$ cat config.mk
export PLATFORM = sky130hd
export DESIGN_NAME = hc4511_scan_ctrl
export DESIGN_NICKNAME = d
export VERILOG_FILES = /design/src/rtl/hc4511_scan_ctrl.sv
export SDC_FILE = /design/constraint.sdc
export NUM_CORES = 1
export LEC_CHECK = 0
export CORE_AREA = 2 2 58 115
export DETAILED_ROUTE_END_ITERATION = 8
export DIE_AREA = 0 0 60 117
export PLACE_DENSITY = 0.65
export SLEW_MARGIN = 10
export SYNTH_ARGS = -nofsm -noshare
export SYNTH_HDL_FRONTEND = slang
export SYNTH_SLANG_ARGS = --single-unit
$ cat constraint.sdc
create_clock -name i_clk -period 3.7 [get_ports i_clk]
set_input_delay 0.37 -clock i_clk [delete_from_list [all_inputs] [get_ports i_clk]]
set_output_delay 0.37 -clock i_clk [all_outputs]
set_load 0.1 [all_outputs]
$ cat src/rtl/hc4511_scan_ctrl.sv
// Multiplexed display scanner driving a shared HC4511 decoder/latch.
// Double-buffered digit data; every output is registered from next-state decode.
module hc4511_scan_ctrl #(
  parameter int DIGITS      = 4,
  parameter int SHOW_CYCLES = 1000
) (
  input  logic                  i_clk,
  input  logic                  i_rst_n,
  input  logic [4*DIGITS-1:0]   i_data,
  input  logic                  i_load,
  input  logic                  i_en,
  input  logic                  i_lz_blank,
  input  logic                  i_lamp_test,
  output logic [3:0]            o_a,
  output logic                  o_le,
  output logic                  o_bi_n,
  output logic                  o_lt_n,
  output logic [DIGITS-1:0]     o_dig_n,
  output logic                  o_frame
);
  localparam int IW = (DIGITS > 1) ? $clog2(DIGITS) : 1;
  localparam int CW = (SHOW_CYCLES > 2) ? $clog2(SHOW_CYCLES) : 1;
  localparam logic [IW-1:0] IDX_LAST = IW'(DIGITS - 1);
  localparam logic [CW-1:0] CNT_LAST = CW'(SHOW_CYCLES - 1);
  localparam logic [CW-1:0] CNT_ONE  = CW'(1);

  typedef enum logic [2:0] {S_IDLE, S_SETUP, S_HOLD, S_SHOW, S_LAMP} state_t;

  state_t              r_state, w_state_nxt;
  logic [IW-1:0]       r_idx, w_idx_nxt;
  logic [CW-1:0]       r_cnt, w_cnt_nxt;
  logic [4*DIGITS-1:0] r_shadow, r_active, w_active_nxt;
  logic                w_frame_start;
  logic [3:0]          w_code;
  logic                w_upper_zero, w_blank;

  logic [3:0]          r_a, w_a_nxt;
  logic                r_le, w_le_nxt;
  logic                r_bi_n, w_bi_n_nxt;
  logic                r_lt_n, w_lt_n_nxt;
  logic [DIGITS-1:0]   r_dig_n, w_dig_n_nxt;
  logic                r_frame;

  always_comb begin
    w_state_nxt   = r_state;
    w_idx_nxt     = r_idx;
    w_cnt_nxt     = r_cnt;
    w_frame_start = 1'b0;
    if (!i_en) begin
      w_state_nxt = S_IDLE;
      w_idx_nxt   = '0;
      w_cnt_nxt   = '0;
    end else if (i_lamp_test) begin
      w_state_nxt = S_LAMP;
      w_idx_nxt   = '0;
      w_cnt_nxt   = '0;
    end else begin
      case (r_state)
        S_IDLE, S_LAMP: begin
          w_state_nxt   = S_SETUP;
          w_idx_nxt     = '0;
          w_cnt_nxt     = '0;
          w_frame_start = 1'b1;
        end
        S_SETUP: begin
          if (r_cnt == CNT_ONE) begin
            w_state_nxt = S_HOLD;
            w_cnt_nxt   = '0;
          end else begin
            w_cnt_nxt = r_cnt + CNT_ONE;
          end
        end
        S_HOLD: begin
          w_state_nxt = S_SHOW;
          w_cnt_nxt   = '0;
        end
        S_SHOW: begin
          if (r_cnt == CNT_LAST) begin
            w_state_nxt = S_SETUP;
            w_cnt_nxt   = '0;
            if (r_idx == IDX_LAST) begin
              w_idx_nxt     = '0;
              w_frame_start = 1'b1;
            end else begin
              w_idx_nxt = r_idx + 1'b1;
            end
          end else begin
            w_cnt_nxt = r_cnt + CNT_ONE;
          end
        end
        default: w_state_nxt = S_IDLE;
      endcase
    end
  end

  // A LOAD on the frame-start edge bypasses the shadow so it shows in this frame.
  assign w_active_nxt = w_frame_start ? (i_load ? i_data : r_shadow) : r_active;
  assign w_code       = w_active_nxt[{w_idx_nxt, 2'b00} +: 4];

  always_comb begin
    w_upper_zero = 1'b1;
    for (int j = 0; j < DIGITS; j++)
      if (j >= int'(w_idx_nxt) && w_active_nxt[4*j +: 4] != 4'd0) w_upper_zero = 1'b0;
    w_blank = i_lz_blank && (w_idx_nxt != '0) && w_upper_zero;
  end

  always_comb begin
    w_a_nxt     = '0;
    w_le_nxt    = 1'b1;
    w_bi_n_nxt  = 1'b0;
    w_lt_n_nxt  = 1'b1;
    w_dig_n_nxt = '1;
    case (w_state_nxt)
      S_SETUP: begin
        w_a_nxt  = w_code;
        w_le_nxt = 1'b0;
      end
      S_HOLD: w_a_nxt = w_code;
      S_SHOW: begin
        w_a_nxt    = w_code;
        w_bi_n_nxt = !w_blank;
        if (!w_blank) w_dig_n_nxt[w_idx_nxt] = 1'b0;
      end
      S_LAMP: begin
        w_a_nxt     = r_a;
        w_bi_n_nxt  = 1'b1;
        w_lt_n_nxt  = 1'b0;
        w_dig_n_nxt = '0;
      end
      default: ;
    endcase
  end

  always_ff @(posedge i_clk) begin
    if (!i_rst_n) begin
      r_state  <= S_IDLE;
      r_idx    <= '0;
      r_cnt    <= '0;
      r_shadow <= '0;
      r_active <= '0;
      r_a      <= '0;
      r_le     <= 1'b1;
      r_bi_n   <= 1'b0;
      r_lt_n   <= 1'b1;
      r_dig_n  <= '1;
      r_frame  <= 1'b0;
    end else begin
      r_state  <= w_state_nxt;
      r_idx    <= w_idx_nxt;
      r_cnt    <= w_cnt_nxt;
      if (i_load) r_shadow <= i_data;
      r_active <= w_active_nxt;
      r_a      <= w_a_nxt;
      r_le     <= w_le_nxt;
      r_bi_n   <= w_bi_n_nxt;
      r_lt_n   <= w_lt_n_nxt;
      r_dig_n  <= w_dig_n_nxt;
      r_frame  <= w_frame_start;
    end
  end

  assign o_a     = r_a;
  assign o_le    = r_le;
  assign o_bi_n  = r_bi_n;
  assign o_lt_n  = r_lt_n;
  assign o_dig_n = r_dig_n;
  assign o_frame = r_frame;
endmodule

==> metrics.txt, run 1 <==
status=complete, no violations; drt wl/cell=14.3 µm; total routed wirelength=5880 µm; vias in the first global route=between 2000 and 2500; WL met3=244 µm; Synth area leaders=dfxtp_1 (44%), mux2i_1 (9.4%), nor2_1 (7.2%); simple-gate share of the synthesized area=between 20% and 30%; fin util=53.7%; # hold bufs at CTS=0; Reg2Reg Capture Point=o_bi_n$_SDFF_PN0_; f_max=approximately 360 MHz; top sig layer=met4; drt first pass iters=4; adder-cell share of the synthesized area=1.40%; Post-Route Setup TNS=0 ns; Place WS=0.909 ns; Worst Hold End=r_shadow[2]$_SDFF_PN0_; Final GP Congestion=0.792; post-synth cell types=between 40 and 50; NumNets Final=346; Core ar.=6210 µm²; PortBufs=33; Die H=117 µm; Worst Reg-to-Reg Cells=7; yosys warns=0; Overflow after GRT=0; HP Class=reg2reg; post-synth top area cell=dfxtp_1; Post-DP Area=between 3000 and 4000 µm²; metal1 wirelength=2570 µm; critical path type=reg2reg; Hold Path Depth=2; row count=41; Worst EP required=between 3 and 4 ns; initial antenna violation count=0; multi-input logic area=roughly 1400 µm²; CP endpoint kind=register; startpoint types=register; pwr dens=487 nW/µm²; Final Cell Area=3330 µm²; XOR/XNOR Fraction of Synth Area=2.29%; Iter 0 DRT Violations=47; final hold slack=0.486 ns; FF/Latch Area=1180 µm²; Hold Vio Cnt, Final=0; global-route wire length before repair=approximately 9700 µm; Max Cap Viol=0; Vias/cell=5.29; register area share after synthesis=44.2%; Die X=60 µm; complex-gate fraction of the synthesized area=about a tenth; Crit Path Max Fanout=19; post-synthesis mux area share=between 10% and 20%; fin crit period=~2.8 ns; diodes inserted=0; Layout Skew=0.00543 ns; Slew headroom=approximately a third; Initial Util=43.1%; vias after detailed routing=2174; Clock Latency Late Sink=between 0.3 and 0.4 ns; Slew @ Worst Pin=1.02 ns; CTS Buffer Depth=2; Routed Antenna Nets=0; Final Cycle Share=74.4%; Syn Nets=311; H-tree depth=3; Worst-path clk slew=0.05 ns; hpwl dp=4190 µm; RSZ-0062 raised after global routing=false; reg2reg setup slack=between 0.9 and 1 ns; Die ar.=around 7000 µm²; main combinational cell family by area after synthesis=simple AND/OR/NAND/NOR gates; max-slew violation count=0; Max VDD drop=around 350 µV; met2 WL=2890 µm; GRT Overall Usage=between 10% and 20%; syn avg cell area=slightly above 9 µm²; # IOs=34; CTS tree=built; CTS buffer count=9; Fill cells=approximately 580; clock sinks=59; register bit total from synthesis=59; Mapped Area=~2700 µm²; DRC=0; post-layout worst setup margin=0.947 ns; layout cells sized above 1=11.1%; Area Overhead vs Synth=24.6%; Post-synth ARST share=0%; Critical R2R Launch=r_cnt[0]$_SDFFE_PP0P_; post-CTS setup buffer count=0; Worst EP arrival=between 2 and 3 ns; Leakage=~1.3 nW; pin count of the biggest net entering global routing=27; Synth Instances=286; Root Buffer Master=clkbuf_16; EDFF count, synth=0; post-CTS sizing=0; Synth top area share=44.2%; hold path start=r_shadow[2]$_SDFF_PN0_; Top FF cell, synth=dfxtp_1; Final setup viols=0
[cell families after synthesis]
logic type	Yosys count
AOI/OAI and AO/OA	40
xor gates and xnor gates	7
adders and majority gates	3
buffers and inverters	19
DFF	59
muxes	35
and+or+nand+nor	123
[synthesized netlist by cell type, types with 4 or more instances]
master    count
dfxtp_1      59
nor2_1       51
mux2i_1      25
nand2_1      11
a211oi_1     10
o21ai_0      10
mux2_2        9
nand3_1       8
and2_1        7
nand4_1       7
nor2b_1       7
inv_1         6
nor3_1        6
xor2_1        6
a21oi_1       5
buf_1         4
or4_1         4
[worst max-delay path, stage by stage (launching register included)]
cell	delay, ns
dfxtp_1	0.36
ha_1	0.28
nand3_1	0.20
nor4_2	0.09
o21ai_2	0.79
mux2i_1	0.53
o2111ai_1	0.18
and3_1	0.21
[worst max-delay path by stage]
stage / start / to / slack, ns / depth (start not counted)
6_report: r_cnt[0]$_SDFFE_PP0P_ / o_bi_n$_SDFF_PN0_ / 0.95 / 7
5_1_grt: r_cnt[0]$_SDFFE_PP0P_ / o_bi_n$_SDFF_PN0_ / 0.71 / 7
4_1_cts: r_cnt[0]$_SDFFE_PP0P_ / o_bi_n$_SDFF_PN0_ / 0.95 / 7
3_5_place_dp: i_en / o_a[2]$_SDFFE_PN0P_ / 0.91 / 8
3_3_place_gp: i_en / o_a[2]$_SDFFE_PN0P_ / 0.95 / 8
2_1_floorplan: r_cnt[0]$_SDFFE_PP0P_ / o_a[1]$_SDFFE_PN0P_ / 1.45 / 8
[flip-flops by register name, indices dropped and copies added (netlist names)]
signal    cells
r_idx         2
o_a           4
o_le          1
o_bi_n        1
r_active     16
o_lt_n        1
r_shadow     16
r_state       3
r_cnt        10
o_frame       1
o_dig_n       4
[through the flow]
stage | instances | power, W
global placement | 396 | 0.000853
detailed placement | 396 | 0.000858
global route | 411 | 0.00168
CTS | 411 | 0.00164
finish | 411 | 0.00162
floorplan | 286 | 0.000800
[report_power, final]
group	internal (W)	switching, W
Sequential	0.000663	0.0000145
Combinational	0.0000680	0.000101
Clock	0.000514	0.000263
Total	0.00124	0.000379
[cells in the final DEF, fill, tap and decap left out, types with 8 or more instances in the layout]
cell / n
dfxtp_1: 59
nor2_1: 51
clkdlybuf4s50_1: 33
mux2i_1: 25
nand2_1: 11
o21ai_0: 10
a211oi_1: 10
mux2_2: 9
clkbuf_16: 9
nand3_1: 8
[metal layers]
layer | track usage, % | up-vias
li1 | - | 1083
met1 | 21.7 | 1024
met2 | 29.9 | 53
met3 | 4.29 | 14
met4 | 11.3 | 0
met5 | 0 | -
[area by class of cell]
cell class / count / area share [%]
Multi-Input combinational cell: 208 / 41.6
Sequential cell: 59 / 35.4
Inverter: 7 / 0.789
Timing Repair Buffer: 36 / 10.6
Clock inverter: 3 / 1.20
Tap cell: 86 / 3.23
Clock buffer: 12 / 7.10
Note: power is estimated with default switching activity, not from simulation.
==> inputs of run 2 (changes only) <==
- clock period: 3.7 -> 2.7 ns (I/O delays scaled with it)
==> run 2 against run 1 <==
Effect of this change: clock power is 43% higher; sequential power is 37% higher; core utilization is 0.42 points higher; final area is 0.79% higher; worst setup slack worse by 0.75 ns; count of clock-buffer cells in the layout is 1 higher; wire length is 1.5% higher; register-to-register slack worse by 0.75 ns; via count is 0.78% higher; critical path type unchanged.
==> metrics.txt, run 2 (synthesized netlist as in run 1, its figures left out) <==
hpwl dp=4320 µm; Die H=117 µm; Clock power frac=48.8%; Max Cap Viol=0; critical path, cell by cell=ha_1, nand3_1, nor4_2, o21ai_2, mux2i_1, o2111ai_1, and3_1; Slew headroom=59.0%; H-tree depth=3; Root Buffer Master=clkbuf_16; CTS buffer count=9; Comb power frac=10.3%; Sw Pwr=0.000513 W; Place WS=between 0.2 and 0.25 ns; crit-path leading delay family=simple AND/OR/NAND/NOR gates; vias in the first global route=2107; pin count of the biggest net entering global routing=23; Iter 0 DRT Violations=82; CP max stage cell=mux2i_1; global-route wire length before repair=9650 µm; met2 GRT Util=30.4%; Core ar.=6210 µm²; Post-DP Area=3060 µm²; startpoint types=register; Crit Path Max Fanout=11; most frequent cells in the layout=dfxtp_1 (59), nor2_1 (51), mux2i_1 (25), clkdlybuf4s50_1 (21), buf_4 (20); Final setup viols=0; Slew @ Worst Pin=0.611 ns; vias after detailed routing=2191; diodes inserted=0; final hold slack=0.467 ns; Clock Latency Late Sink=0.33 ns; Max VDD drop=~520 µV; Initial Util=43.1%; post-CTS setup buffer count=0; Hold Vio Cnt, Final=0; NumNets Final=351; Vias/cell=5.27; pwr dens=676 nW/µm²; Internal=0.00176 W; f_max=between 400 and 500 MHz; CTS tree=built; post-CTS sizing=0; Die X=60 µm; max-slew violation count=0; Worst-path clk slew=approximately 0.05 ns; row count=41; CP bufs+invs=0; Worst Reg-to-Reg Cells=7; met3 Track Usage GR=5.49%; CTS Buffer Depth=2; Layout Skew=0.00664 ns; PortBufs=33; Leakage=1.36 nW; CP endpoint kind=register; initial antenna violation count=0; # hold bufs at CTS=0; fin crit period=2.50 ns; drt wl/cell=about 14 µm; RSZ-0062 raised after global routing=false; post-layout worst setup margin=about 0.20 ns; switch share=between 20 and 25%; routing usage on met1=21.4%; Post-Route Setup TNS=0 ns; # IOs=34; Worst EP arrival=2.72 ns; Levels on crit path=7; Hold Path Depth=1; Routed Antenna Nets=0; Worst EP required=2.92 ns; Max stage delay on crit path=0.46 ns; status=complete, no violations; Die ar.=between 7000 and 8000 µm²; critical path type=reg2reg; Final Cycle Share=about 90%; Area Overhead vs Synth=25.5%; GRT Overall Usage=18.9%; total routed wirelength=about 6000 µm; drt first pass iters=4; fin util=between 50% and 60%; layout cells sized above 1=between 10% and 20%; clock sinks=59; Final Cell Area=3360 µm²; HP Class=reg2reg; busiest layer in global routing=met2; largest registers=r_active x16, r_shadow x16, r_cnt x10; share of power burned in registers=40.9%; most common cell after layout, fill and taps aside=dfxtp_1; DRC=0; Overflow after GRT=0; Final GP Congestion=between 0.8 and 0.9
[run 2: changes by cell type in the layout (fill, tap and decap cells not counted)]
cell / delta
buf_4: +17
clkdlybuf4s50_1: -12
clkbuf_8: +2
clkbuf_1: -1
clkinv_2: -1
[run 2: area by class of cell]
type / instances / area, µm²
Sequential cell: 59 / 1180
Multi-Input combinational cell: 208 / 1390
Clock inverter: 2 / 35.0
Inverter: 7 / 26.3
Fill cell: 593 / 2850
Timing Repair Buffer: 41 / 360
Clock buffer: 13 / 260
Tap cell: 86 / 108
[run 2: path summary, 6_finish.rpt]
kind	from	to	slack, ns
worst max-delay path	r_cnt[0]$_SDFFE_PP0P_	o_bi_n$_SDFF_PN0_	0.20
worst min-delay path	o_a[0]$_SDFFE_PN0P_	o_a[0]$_SDFFE_PN0P_	0.47
worst max register to register	r_cnt[0]$_SDFFE_PP0P_	o_bi_n$_SDFF_PN0_	0.20
worst min register to register	o_a[0]$_SDFFE_PN0P_	o_a[0]$_SDFFE_PN0P_	0.47
[run 2: stage by stage]
step                      total power, W  cells
after CTS                        0.00230    416
after detailed placement         0.00118    401
final                            0.00227    416
after floorplan                  0.00110    286
after global routing             0.00236    416
after global placement           0.00117    401
[run 2: routing by layer]
layer	wire length [µm]	part of all wire, %	up-vias
met5	0	0	-
li1	-	-	1089
met1	2520	42	1046
met4	165	2.8	0
met3	249	4.2	10
met2	3030	51	46
[run 2: power groups by stage]
stage,Clock [W],Combinational [W],Sequential [W]
floorplan,0,0.000115,0.000982
global placement,0,0.000230,0.000943
detailed placement,0,0.000234,0.000945
CTS,0.00114,0.000236,0.000928
global route,0.00118,0.000253,0.000930
finish,0.00111,0.000235,0.000928
==> inputs of run 3 (changes only) <==
- CORE_AREA: 2 2 58 115 -> 2 2 53 104
- DIE_AREA: 0 0 60 117 -> 0 0 55 106
- PLACE_DENSITY: 0.65 -> 0.77
==> run 3 against run 2 <==
Effect of this change: die area is 17% lower; sequential power hardly changed; first-iteration DRC count is 63% lower; register-to-register slack hardly changed; sequential share of layout area is 1.8 points higher; wire length is 0.30% higher; maximum frequency is 0.40% lower; clock skew hardly changed; global-route usage is 5.2 points higher; total power is 21% lower; count of clock-buffer cells in the layout stayed put; core utilization is 8.7 points higher.
==> metrics.txt, run 3 (synthesized netlist as in run 1, its figures left out) <==
status=complete, no violations; Max stage delay on crit path=0.42 ns; vias after detailed routing=2219; Worst EP required=about 2.9 ns; # IOs=34; metal1 wirelength=2200 µm; CTS Buffer Depth=2; CP max stage cell=dfxtp_1; Core ar.=5090 µm²; drt wl/cell=~15 µm; post-layout worst setup margin=0.191 ns; Die ar.=5830 µm²; Post-DP Area=3030 µm²; FF/Latch Area=between 1000 and 1500 µm²; f_max=399 MHz; Place WS=0.238 ns; Die H=106 µm; hpwl dp=4460 µm; critical path type=reg2reg; Final Cell Area=3200 µm²; Clock Latency Late Sink=0.34 ns; most common cell after layout, fill and taps aside=dfxtp_1; most frequent cells in the layout=dfxtp_1 (59), nor2_1 (51), mux2i_1 (25), clkdlybuf4s50_1 (21), buf_4 (21); diodes inserted=0; Max VDD drop=~390 µV; pin count of the biggest net entering global routing=27; Fill cells=about 450; CTS tree=built; H-tree depth=3; crit-path leading delay family=simple AND/OR/NAND/NOR gates; Vias/cell=5.69; Slew headroom=52.5%; Overflow after GRT=0; Final Cycle Share=92.9%; clock sinks=59; Initial Util=a little over half; Worst-path clk slew=about 0.06 ns; RSZ-0062 raised after global routing=false; HP Class=reg2reg; largest registers=r_active x16, r_shadow x16, r_cnt x10; WL met3=259 µm; CP endpoint kind=register; max-slew violation count=0; CTS buffer count=9; top sig layer=met4; NumNets Final=~350; Crit Path Max Fanout=15; row count=37; total routed wirelength=5980 µm; Final GP Congestion=0.916; Leakage=~1.3 nW; Hold Vio Cnt, Final=0; vias in the first global route=2316; met2 WL=3260 µm; Iter 0 DRT Violations=30; fin util=62.8%; CP bufs+invs=1; pwr dens=564 nW/µm²; layout cells sized above 1=16.3%; Die X=about 55 µm; Root Buffer Master=clkbuf_8; startpoint types=register; Layout Skew=a little under 0.007 ns; PortBufs=33; initial antenna violation count=0; fin crit period=2.51 ns; DRC=0; GRT Overall Usage=24.0%; critical path, cell by cell=ha_1, nand3_1, nor4_4, mux2i_2, buf_4, mux2i_1, a211oi_1, a211o_1; Final setup viols=0; Worst EP arrival=around 2.7 ns; drt first pass iters=5; Routed Antenna Nets=0; Slew @ Worst Pin=about 0.71 ns; global-route wire length before repair=roughly 10000 µm; Max Cap Viol=0; multi-input logic area=1400 µm²; Area Overhead vs Synth=19.6%; Post-Route Setup TNS=0 ns
[run 3: timing repair]
item	4_1_cts	5_1_grt
gates resized for setup	0	1
buffers inserted	0	1
hold buffers	0	0
setup endpoints to repair	0	4
[run 3: final timing paths]
kind | startpoint | endpoint | slack [ns] | depth (start not counted)
worst max-delay path | r_cnt[0]$_SDFFE_PP0P_ | o_a[2]$_SDFFE_PN0P_ | 0.19 | 8
worst min-delay path | r_active[0]$_SDFF_PN0_ | r_active[0]$_SDFF_PN0_ | 0.50 | 2
worst max register to register | r_cnt[0]$_SDFFE_PP0P_ | o_a[2]$_SDFFE_PN0P_ | 0.19 | 8
worst min register to register | r_active[0]$_SDFF_PN0_ | r_active[0]$_SDFF_PN0_ | 0.50 | 2
[run 3: where the power goes]
group | internal [W] | switching [W]
logic | 0.0000953 | 0.000138
registers | 0.000906 | 0.0000201
clock network | 0.000329 | 0.000316
[run 3: cell type report]
cell class | instances | share of cell area, %
Multi-Input combinational cell | 208 | 43.7
Sequential cell | 59 | 36.9
Timing Repair Buffer | 42 | 11.5
Clock buffer | 13 | 4.34
Tap cell | 58 | 2.27
Inverter | 7 | 0.822
Clock inverter | 3 | 0.469
[run 3: worst register-to-register path: stages (launching register included)]
cell,delay [ns]
dfxtp_1,0.42
ha_1,0.28
nand3_1,0.24
nor4_4,0.38
mux2i_2,0.24
buf_4,0.25
mux2i_1,0.21
a211oi_1,0.09
a211o_1,0.28
[run 3: stage by stage]
stage               total power (W)  hold WS (ns)  std cells
floorplan                   0.00110         0.377        286
global placement            0.00117         0.466        373
detailed placement          0.00118         0.489        373
CTS                         0.00183         0.499        389
global route                0.00189         0.532        390
finish                      0.00180         0.495        390
[run 3: per-layer routing]
layer / track usage (%) / vias up
li1: - / 1095
met1: 23.0 / 1048
met2: 41.2 / 56
met3: 7.72 / 20
met4: 14.6 / 0
met5: 0 / -
